**config.mk**
```make
export PLATFORM = sky130hd
export DESIGN_NAME = serial_adder_ctrl
export DESIGN_NICKNAME = d
export VERILOG_FILES = /design/src/rtl/serial_adder_ctrl.sv
export SDC_FILE = /design/constraint.sdc
export NUM_CORES = 1
export LEC_CHECK = 0
export BUFFER_PORTS_ARGS = -buffer_cell sky130_fd_sc_hd__clkbuf_2
export CAP_MARGIN = 20
export CORE_ASPECT_RATIO = 1.25
export CORE_MARGIN = 8
export CORE_UTILIZATION = 57
export CTS_BUF_LIST = sky130_fd_sc_hd__clkbuf_4
export DETAILED_ROUTE_END_ITERATION = 12
export GPL_TIMING_DRIVEN = 0
export PLACE_DENSITY_LB_ADDON = 0.08
export SLEW_MARGIN = 20
export SYNTH_ARGS = -nofsm -noshare
export SYNTH_HDL_FRONTEND = slang
export SYNTH_SLANG_ARGS = --single-unit
```
**constraint.sdc**
```tcl
create_clock -name clk -period 1.9 [get_ports clk]
set_input_delay 0.19 -clock clk [delete_from_list [all_inputs] [get_ports clk]]
set_output_delay 0.19 -clock clk [all_outputs]
set_load 0.05 [all_outputs]
```
**src/rtl/serial_adder_ctrl.sv**
```systemverilog
// ---------------------------------------------------------------------------
// serial_adder_ctrl
//
// Bit-serial adder controller. A single full-adder cell (two half-adder
// stages plus a carry flip-flop) is stepped across WIDTH-bit operands,
// LSB first, one bit per clock. Requesters use a start/busy/done handshake.
//
// Optional feature macro: SERIAL_ADD_SUB_EN
//   When defined, a 'sub' input appears. With sub=1 the B bits are inverted
//   into the cell and the carry starts at 1, so the result is a-b in two's
//   complement and carry_out=1 means "no borrow" (a >= b unsigned).
//   When undefined the block is a plain adder and has no 'sub' port.
//
// Ports:
//   clk        in   1      rising-edge clock
//   rst        in   1      asynchronous reset, active-high
//   start      in   1      request; only sampled in IDLE
//   a          in   WIDTH  operand A, latched on accepted start
//   b          in   WIDTH  operand B, latched on accepted start
//   sub        in   1      (SERIAL_ADD_SUB_EN only) subtract select, latched
//   busy       out  1      high while the serial add is running
//   done       out  1      one-cycle pulse, sum/carry_out valid
//   sum        out  WIDTH  result register, holds until next op completes
//   carry_out  out  1      final carry out of the MSB
// ---------------------------------------------------------------------------
module serial_adder_ctrl #(
    parameter int WIDTH = 8
) (
    input  logic             clk,
    input  logic             rst,
    input  logic             start,
    input  logic [WIDTH-1:0] a,
    input  logic [WIDTH-1:0] b,
`ifdef SERIAL_ADD_SUB_EN
    input  logic             sub,
`endif
    output logic             busy,
    output logic             done,
    output logic [WIDTH-1:0] sum,
    output logic             carry_out
);

    localparam int CW = $clog2(WIDTH);
    localparam logic [CW-1:0] LAST_BIT = CW'(WIDTH - 1);

    typedef enum logic [1:0] {
        IDLE = 2'd0,
        RUN  = 2'd1,
        DONE = 2'd2
    } state_t;

    state_t           state;
    logic [WIDTH-1:0] a_reg;
    logic [WIDTH-1:0] b_reg;
    logic [WIDTH-1:0] res_reg;
    logic             carry_reg;
    logic [CW-1:0]    cnt;
`ifdef SERIAL_ADD_SUB_EN
    logic             sub_reg;
`endif

    logic b_bit;
    logic half_sum;
    logic half_carry;
    logic bit_sum;
    logic bit_carry;

    // The shared full-adder cell, built from two half adders. Operand
    // registers shift right so bit 0 is always the bit being processed.
    // In subtract mode B is inverted on its way into the cell.
    always_comb begin
`ifdef SERIAL_ADD_SUB_EN
        b_bit = b_reg[0] ^ sub_reg;
`else
        b_bit = b_reg[0];
`endif
        half_sum   = a_reg[0] ^ b_bit;
        half_carry = a_reg[0] & b_bit;
        bit_sum    = half_sum ^ carry_reg;
        bit_carry  = half_carry | (carry_reg & half_sum);
    end

    // Control FSM and datapath registers. Result bits enter at the MSB of
    // res_reg and move down, so after WIDTH steps the LSB-first stream sits
    // in natural order. sum/carry_out are only written on the final step,
    // which keeps the previous result visible through IDLE and RUN.
    always_ff @(posedge clk or posedge rst) begin
        if (rst) begin
            state     <= IDLE;
            busy      <= 1'b0;
            done      <= 1'b0;
            sum       <= '0;
            carry_out <= 1'b0;
            a_reg     <= '0;
            b_reg     <= '0;
            res_reg   <= '0;
            carry_reg <= 1'b0;
            cnt       <= '0;
`ifdef SERIAL_ADD_SUB_EN
            sub_reg   <= 1'b0;
`endif
        end else begin
            case (state)
                IDLE: begin
                    done <= 1'b0;
                    if (start) begin
                        a_reg <= a;
                        b_reg <= b;
                        cnt   <= '0;
                        busy  <= 1'b1;
                        state <= RUN;
`ifdef SERIAL_ADD_SUB_EN
                        sub_reg   <= sub;
                        carry_reg <= sub;
`else
                        carry_reg <= 1'b0;
`endif
                    end
                end

                RUN: begin
                    a_reg     <= a_reg >> 1;
                    b_reg     <= b_reg >> 1;
                    carry_reg <= bit_carry;
                    res_reg   <= {bit_sum, res_reg[WIDTH-1:1]};
                    if (cnt == LAST_BIT) begin
                        sum       <= {bit_sum, res_reg[WIDTH-1:1]};
                        carry_out <= bit_carry;
                        busy      <= 1'b0;
                        done      <= 1'b1;
                        state     <= DONE;
                    end else begin
                        cnt <= cnt + CW'(1);
                    end
                end

                DONE: begin
                    done  <= 1'b0;
                    state <= IDLE;
                end

                default: begin
                    busy  <= 1'b0;
                    done  <= 1'b0;
                    state <= IDLE;
                end
            endcase
        end
    end

endmodule

```
# Yosys cells after proc, flatten, opt, wreduce, memory -nomap -nowiden
# Index checks and enable logic that the tools add are counted.
dict set report word_totals {
  ff_bits 41
  latchBits 0
  ram_bits 0
  rom_bits 0
  input_bits 19
  word_cells 47
  memories 0
}
dict set report classes {
  addsub 1
  n_mul 0
  div 0
  order_cmp 0
  n_eq_ne 6
  n_shift 0
  n_mux 17
  bitwise_logic 6
  reduce_logical 7
}
# op n
set ops {}
lappend ops {{$pmux W8 S2} 2}
lappend ops {{$mux W8} 2}
lappend ops {{$mux W3} 2}
lappend ops {{$ne A2 B2 Y1 const B} 3}
lappend ops {{$pmux W3 S2} 1}
lappend ops {{$reduce_and A2 Y1} 3}
lappend ops {{$reduce_and A3 Y1} 2}
lappend ops {{$mux W1} 5}
lappend ops {{$mux W2} 2}
lappend ops {{$pmux W2 S2} 1}
lappend ops {{$add A3 B1 Y3 const B} 1}
lappend ops {{$eq A3 B3 Y1 const B} 1}
lappend ops {{$pmux W1 S3} 1}
lappend ops {{$and A1 B1 Y1} 2}
lappend ops {{$eq A2 B1 Y1 const B} 1}
lappend ops {{$eq A2 B2 Y1 const B} 1}
lappend ops {{$logic_not A2 Y1} 1}
lappend ops {{$pmux W1 S2} 1}
lappend ops {{$reduce_bool A2 Y1} 1}
lappend ops {{$xor A1 B1 Y1} 2}
lappend ops {{$not A1 Y1} 1}
lappend ops {{$or A1 B1 Y1} 1}

# Longest topological paths before layout
# Gate-level depths: netlist (run 1).
dict set report depth {
  word_depth 4
  mapped_depth 5
}

# Least setup slack after synthesis (run 1)
# No wires, ideal clock.
dict set report synth_timing {
  path_kind {register to register}
  startpoint {register cnt[0]}
  endpoint {register carry_out}
  setup_time_ps 125
  arrival_time_ps 1280
  setup_slack_ps 496
  path_stages_with_launch 5
  synth_period_minus_slack_ps 1404
  path_cell_list {dfrtp_1 -> ha_1 -> ha_1 -> nand2_4 -> mux2_2}
}
dict set report synth_between {
  elab_chain_cells 2
}
# item line_no
set synth_lines {}
lappend synth_lines {{start: declaration} 57} ;# logic [CW-1:0] cnt;
lappend synth_lines {{start signal: assignment} 133} ;# cnt <= cnt + CW'(1);
lappend synth_lines {{$eq A3 B3 Y1} 126} ;# if (cnt == LAST_BIT) begin
lappend synth_lines {{$reduce_and A2 Y1 (no source line)} --}
lappend synth_lines {{end signal: assignment} 128} ;# carry_out <= bit_carry;
lappend synth_lines {{end: declaration} 40} ;# output logic carry_out
# Every way passes these cells.
# A chain may end at the register's enable or synchronous reset.

# Worst setup path after layout (run 1)
dict set report layout_timing {
  startpoint {register cnt[0]}
  endpoint {register sum[7]}
}
dict set report layout_between {
  elab_chain_cells 2
}
# item line_no
set layout_lines {}
lappend layout_lines {{$eq A3 B3 Y1} 126}
lappend layout_lines {{$reduce_and A2 Y1 (no source line)} --}
lappend layout_lines {{end signal: assignment} 127} ;# sum <= {bit_sum, res_reg[WIDTH-1:1]};
lappend layout_lines {{end: declaration} 39} ;# output logic [WIDTH-1:0] sum,
# Every way passes these cells.

==> out/qor.txt, run 1 <==
commonest cells in the netlist: dfrtp_1, mux2_2, inv_1
Ports: 30
CP max FO: 10
synth unique cells: 22
share of cells above drive strength 1: 0.333
largest net degree at the start of global routing: 25
worst reg-to-reg setup slack: 0.37 ns
Fillers: 235
worst skew pair latency: 0.34 ns
async set or reset register ratio after synthesis: 1.00
All-Layer GR Usage: 0.156
Wirelength per Cell: 16.5 um
Slew Limit Headroom: 0.603
Reg2Reg Capture Point: sum[7]
Detailed Place HPWL: 2650 um
Final period util: 0.806
mean post-synth cell area: 12.5 sq um
WHS: 0.0688 ns
Data arrival, critical path: 1.77 ns
non-filler cells, final: 220
DRT Pass-1 Iters: 4
setup tns final: 0 ns
Core Rows: 23
Post-Synth Adder-Cell Area: 0.0321
area taken by multi-input logic gates: 716 sq um
number of hold buffers added after cts: 1
P per Cell Area: 1800 nW/um^2
first-pass GRT wire length: 6320 um
minimum clock period: 1.53 ns
H-tree Lvls: 2
vias per cell: 5.54
P&R area growth vs syn: 17.2%
post-CTS sizing: 0
register area share after synthesis: 0.557
final hold vios: 0
Max Root-Sink Buffers: 2
Initial Util: 0.578
max-cap viol count: 0
Top FF cell, synth: dfrtp_1
Post-Synthesis Cell Area: 1800 sq um
Post-Place Setup Slack: 0.362 ns
met1 Use GR: 0.187
outcome: finished clean
crit start category: flop
GRT met3 Usage: 0.0478
die width: 66.2 um
synth warn: 0
busiest grt layer: met2
Antenna Cells: 0
ranking of synthesized cells by area: dfrtp_1, mux2_2, a22o_1
CTS Sinks: 40
Worst Setup EP: sum[7]
worst setup margin: 0.369 ns
WP data required: 2.14 ns
vias in the first global route: 1363
RSZ-0062 raised after global routing: no
Synth Instances: 144
core footprint: 3110 sq um
Worst Reg-to-Reg Cells: 4
number of synthesized flops with an enable pin: 0
nets@finish: 205
via count: 1218
gpl congestion: 0.758
grt met2 use: 0.250
maximum vdd ir drop: 1.22 mV
Post CTS Setup Buffer Count: 0
static leakage: 1.05 nW
Slew @ Worst Pin: 0.593 ns
reg2reg start: cnt[0]
grt ovf: 0
Worst Setup SP: cnt[0]
FMAX: 0.653 GHz
CP Class: flop to flop
detailed router's first-iteration violation count: 110
Root Buffer: clkbuf_4
Placed Cells incl. Taps: 211
crit end category: flop
Yosys top cell by area: dfrtp_1
final setup fails: 0
DRT Wirelength: 3630 um
# DRC: 0
DIE HEIGHT: 78.8 um
HP Class: primary input to flop
number of antenna violations at the first check in global routing: 0
Seq. cell area: 1000 sq um
CTS tree: done
largest family of logic cells by synthesized area: multiplexers
syn_nets: 167
clk_skew: 0.00661 ns
Seq cells post-synth: 40
proportion of synthesized area in mux cells: 0.146
XOR/XNOR share of the synthesized area: 0
die area: 5210 sq um
Final ANT Viol Nets: 0
IO Port Bufs: 29
Yosys top cell area share: 0.557
CTS buffer count: 5
most frequent cell after synthesis: dfrtp_1
Total Power: 3.79 mW
Max Slew Vio Count: 0
post-synthesis compound-gate area fraction: 0.138
simple-gate share of the synthesized area: 0.0829
clk slew on worst S/H paths: 0.11 ns
## layer usage
metal | vias to the layer above | share of wire
met2 | 28 | 0.50
met3 | 7 | 0.045
met4 | 0 | 0.017
li1 | 585 | -
met1 | 598 | 0.43
met5 | - | 0
## metrics by stage
| stage | util | area, sq um |
|---|---|---|
| floorplan | - | 1800 |
| global placement | 0.639 | 1990 |
| global route | 0.677 | 2100 |
| detailed placement | 0.648 | 2010 |
| CTS | 0.677 | 2100 |
| finish | 0.677 | 2100 |
## how the worst min path moves through the flow
stage | start | to | slack, ns | depth (start not counted)
final | b[7] | b_reg[7] | 0.07 | 2
after floorplan | a[7] | a_reg[7] | 0.32 | 1
after detailed placement | rst | res_reg[5] | 0.19 | 2
after global routing | a[7] | a_reg[7] | 0.05 | 2
after global placement | b[7] | b_reg[7] | 0.41 | 2
after CTS | b[7] | b_reg[7] | 0.05 | 2
## worst max-delay path, stage by stage, from the launching register on
cell and delay (ns):
dfrtp_1 0.43, ha_1 0.23, ha_1 0.25, nand2_4 0.16, mux2_2 0.35
## kinds of logic after synthesis
| family | Yosys count |
|---|---|
| compound gates | 34 |
| fa+ha+maj | 4 |
| buf+inv | 19 |
| flops | 40 |
| mux | 24 |
| simple gates | 23 |
## placed cells by master (no fill, tap or decap), drive strengths merged
cell type,synthesis,layout
buf,4,5
dlygate4sd3,0,1
inv,12,12
mux2,17,17
o22a,8,8
o21a,1,1
nor2b,1,1
bufinv,0,1
fa,1,1
or2b,3,3
a22o,8,8
nor3b,9,9
nand2b,3,3
clkinv,0,1
a21oi,9,9
nor2,5,5
o21ai,2,2
mux2i,7,7
clkbuf,3,38
dfrtp,40,40
nand2,2,2
ha,3,3
a22oi,6,6
## cell type report
| type | instances | area share |
|---|---|---|
| Clock buffer | 6 | 0.0214 |
| Inverter | 12 | 0.0214 |
| Tap cell | 37 | 0.0220 |
| Sequential cell | 40 | 0.476 |
| Clock inverter | 2 | 0.0166 |
| Timing Repair Buffer | 31 | 0.0868 |
| Multi-Input combinational cell | 85 | 0.340 |
| Buffer | 7 | 0.0161 |
## power by group
part           total [mW]  switching [mW]  internal [mW]
Clock               0.557           0.267          0.290
Combinational        1.74            1.01          0.728
Sequential           1.50           0.234           1.26
Total                3.79            1.51           2.28
Power figures use the tool's default switching activity.
==> run 2, diff against run 1 <==
Settings changed: CORE_UTILIZATION 57 to 52.
Clock period 1.9 ns to 1.25 ns, I/O delays scaled along.
==> out/qor.txt, run 2 (synthesis gave the netlist of run 1 again) <==
grt met2 use: 0.264
Final period util: 1.08
WP data required: 1.50 ns
H-tree Lvls: 2
Reg2Reg Capture Point: cnt[0]
worst skew pair latency: 0.36 ns
Wirelength per Cell: 16.7 um
Data arrival, critical path: 1.61 ns
met1 Use GR: 0.175
number of antenna violations at the first check in global routing: 0
via count: 1311
first-pass GRT wire length: 6510 um
DIE HEIGHT: 81.7 um
FMAX: 0.739 GHz
placed instance area: 2090 sq um
HP Class: primary input to flop
static leakage: 1.22 nW
CTS Sinks: 40
Combinational Power Share: 0.498
core footprint: 3390 sq um
crit end category: flop
hold path start: a[5]
minimum clock period: 1.35 ns
Slew @ Worst Pin: 0.358 ns
Detailed Place HPWL: 2570 um
CP max stage delay: 0.42 ns
Crit-path slowest cell: dfrtp_1
gpl congestion: 0.741
failing checks: negative setup slack
hold depth: 4
largest net degree at the start of global routing: 28
commonest cells after routing, fill and taps aside: dfrtp_1, clkbuf_2, mux2_4
Core Rows: 24
nets@finish: 220
switching share of power: 0.383
reg2reg start: cnt[0]
setup tns final: -1.02 ns
final hold vios: 0
Root Buffer: clkbuf_4
# DRC: 0
DRT Wirelength: 3940 um
detailed router's first-iteration violation count: 56
sequential share of power: 0.347
busiest grt layer: met2
NetSw: 2.56 mW
Antenna Cells: 0
Clock power frac: 0.155
IO Port Bufs: 29
crit start category: flop
commonest non-fill, non-tap cell in the layout: dfrtp_1
All-Layer GR Usage: 0.155
CTS buffer count: 5
grt ovf: 0
vias in the first global route: 1439
Initial Util: 0.529
Int Pwr: 4.13 mW
die width: 68.6 um
Worst Reg-to-Reg Cells: 5
CP Class: flop to flop
CP dominant cell by count: ha_4
max-cap viol count: 0
Final ANT Viol Nets: 0
clk_skew: 0.0122 ns
CTS tree: done
Ports: 30
worst reg-to-reg setup slack: -0.10 ns
RSZ-0062 raised after global routing: yes
GRT met3 Usage: 0.0450
Max Root-Sink Buffers: 2
worst setup margin: -0.103 ns
Worst Hold End: a_reg[5]
maximum vdd ir drop: 1.70 mV
Post-Place Setup Slack: -0.290 ns
die area: 5600 sq um
vias per cell: 5.56
WHS: 0.139 ns
Finished Cell Area: 2420 sq um
crit-path cells: ha_4, ha_4, nor2_4, mux2_4, a22o_1
Total Power: 6.69 mW
share of cells above drive strength 1: 0.457
P per Cell Area: 2760 nW/um^2
DRT Pass-1 Iters: 6
Max Slew Vio Count: 0
final setup fails: 18
clk slew on worst S/H paths: 0.12 ns
P&R area growth vs syn: 34.8%
outcome: finished, violations left
CP max FO: 4
Slew Limit Headroom: 0.761
-- run 2: cell types whose count changed in the layout (fill, tap and decap cells not counted), sizes merged --
cell,change
inv,-1
clkbuf,-1
bufinv,+1
dlygate4sd3,+2
buf,+12
nand2,+1
-- run 2: area by class of cell --
type | count | area (sq um)
flip-flops and latches | 40 | 1000
fillers | 266 | 973
multi-input cells | 86 | 863
repair buffers | 45 | 298
clock inverters | 2 | 60.1
plain buffers | 7 | 58.8
inverters | 12 | 50.0
well taps | 39 | 48.8
clock buffers | 5 | 37.5
-- run 2: critical path: cells and delay by family (launching register included) --
kind,cells,cell delay [ns]
mux,1,0.27
simple gates,1,0.04
fa+ha+maj,2,0.34
flops,1,0.42
compound gates,1,0.18
-- run 2: how the worst max path moves through the flow --
stage                     end  cells past startpoint  slack (ns)     start
finish                 cnt[0]                      5       -0.10    cnt[0]
global route           sum[1]                      4       -0.14  state[1]
detailed placement     cnt[2]                      4       -0.29  state[1]
floorplan           carry_out                      4       -0.05    cnt[1]
global placement     a_reg[7]                      4       -0.25  state[1]
CTS                    cnt[0]                      5       -0.08    cnt[1]
-- run 2: power by group through the flow --
stage	combinational, mW	clock (mW)	sequential (mW)
2_1_floorplan	1.68	0	2.89
3_3_place_gp	2.76	0	2.31
3_5_place_dp	2.88	0	2.35
4_1_cts	3.14	1.05	2.31
5_1_grt	3.59	1.11	2.40
6_report	3.33	1.03	2.32
-- run 2: timing repair --
item	CTS	global route
cloned	2	1
resized for setup	14	27
endpoints found under the setup margin	37	39
buffers inserted	6	5
hold endpoints to repair	42	0
hold buffers	3	0
pin swaps	4	9
-- run 2: metrics by stage --
| stage | util | instances |
|---|---|---|
| finish | 0.713 | 236 |
| global route | 0.713 | 236 |
| CTS | 0.683 | 231 |
| detailed placement | 0.616 | 213 |
| global placement | 0.610 | 212 |
| floorplan | - | 144 |
-- run 2: metal layers --
layer | part of all wire | up-vias
li1 | - | 621
met3 | 0.047 | 7
met5 | 0 | -
met4 | 0.019 | 0
met2 | 0.53 | 30
met1 | 0.41 | 653
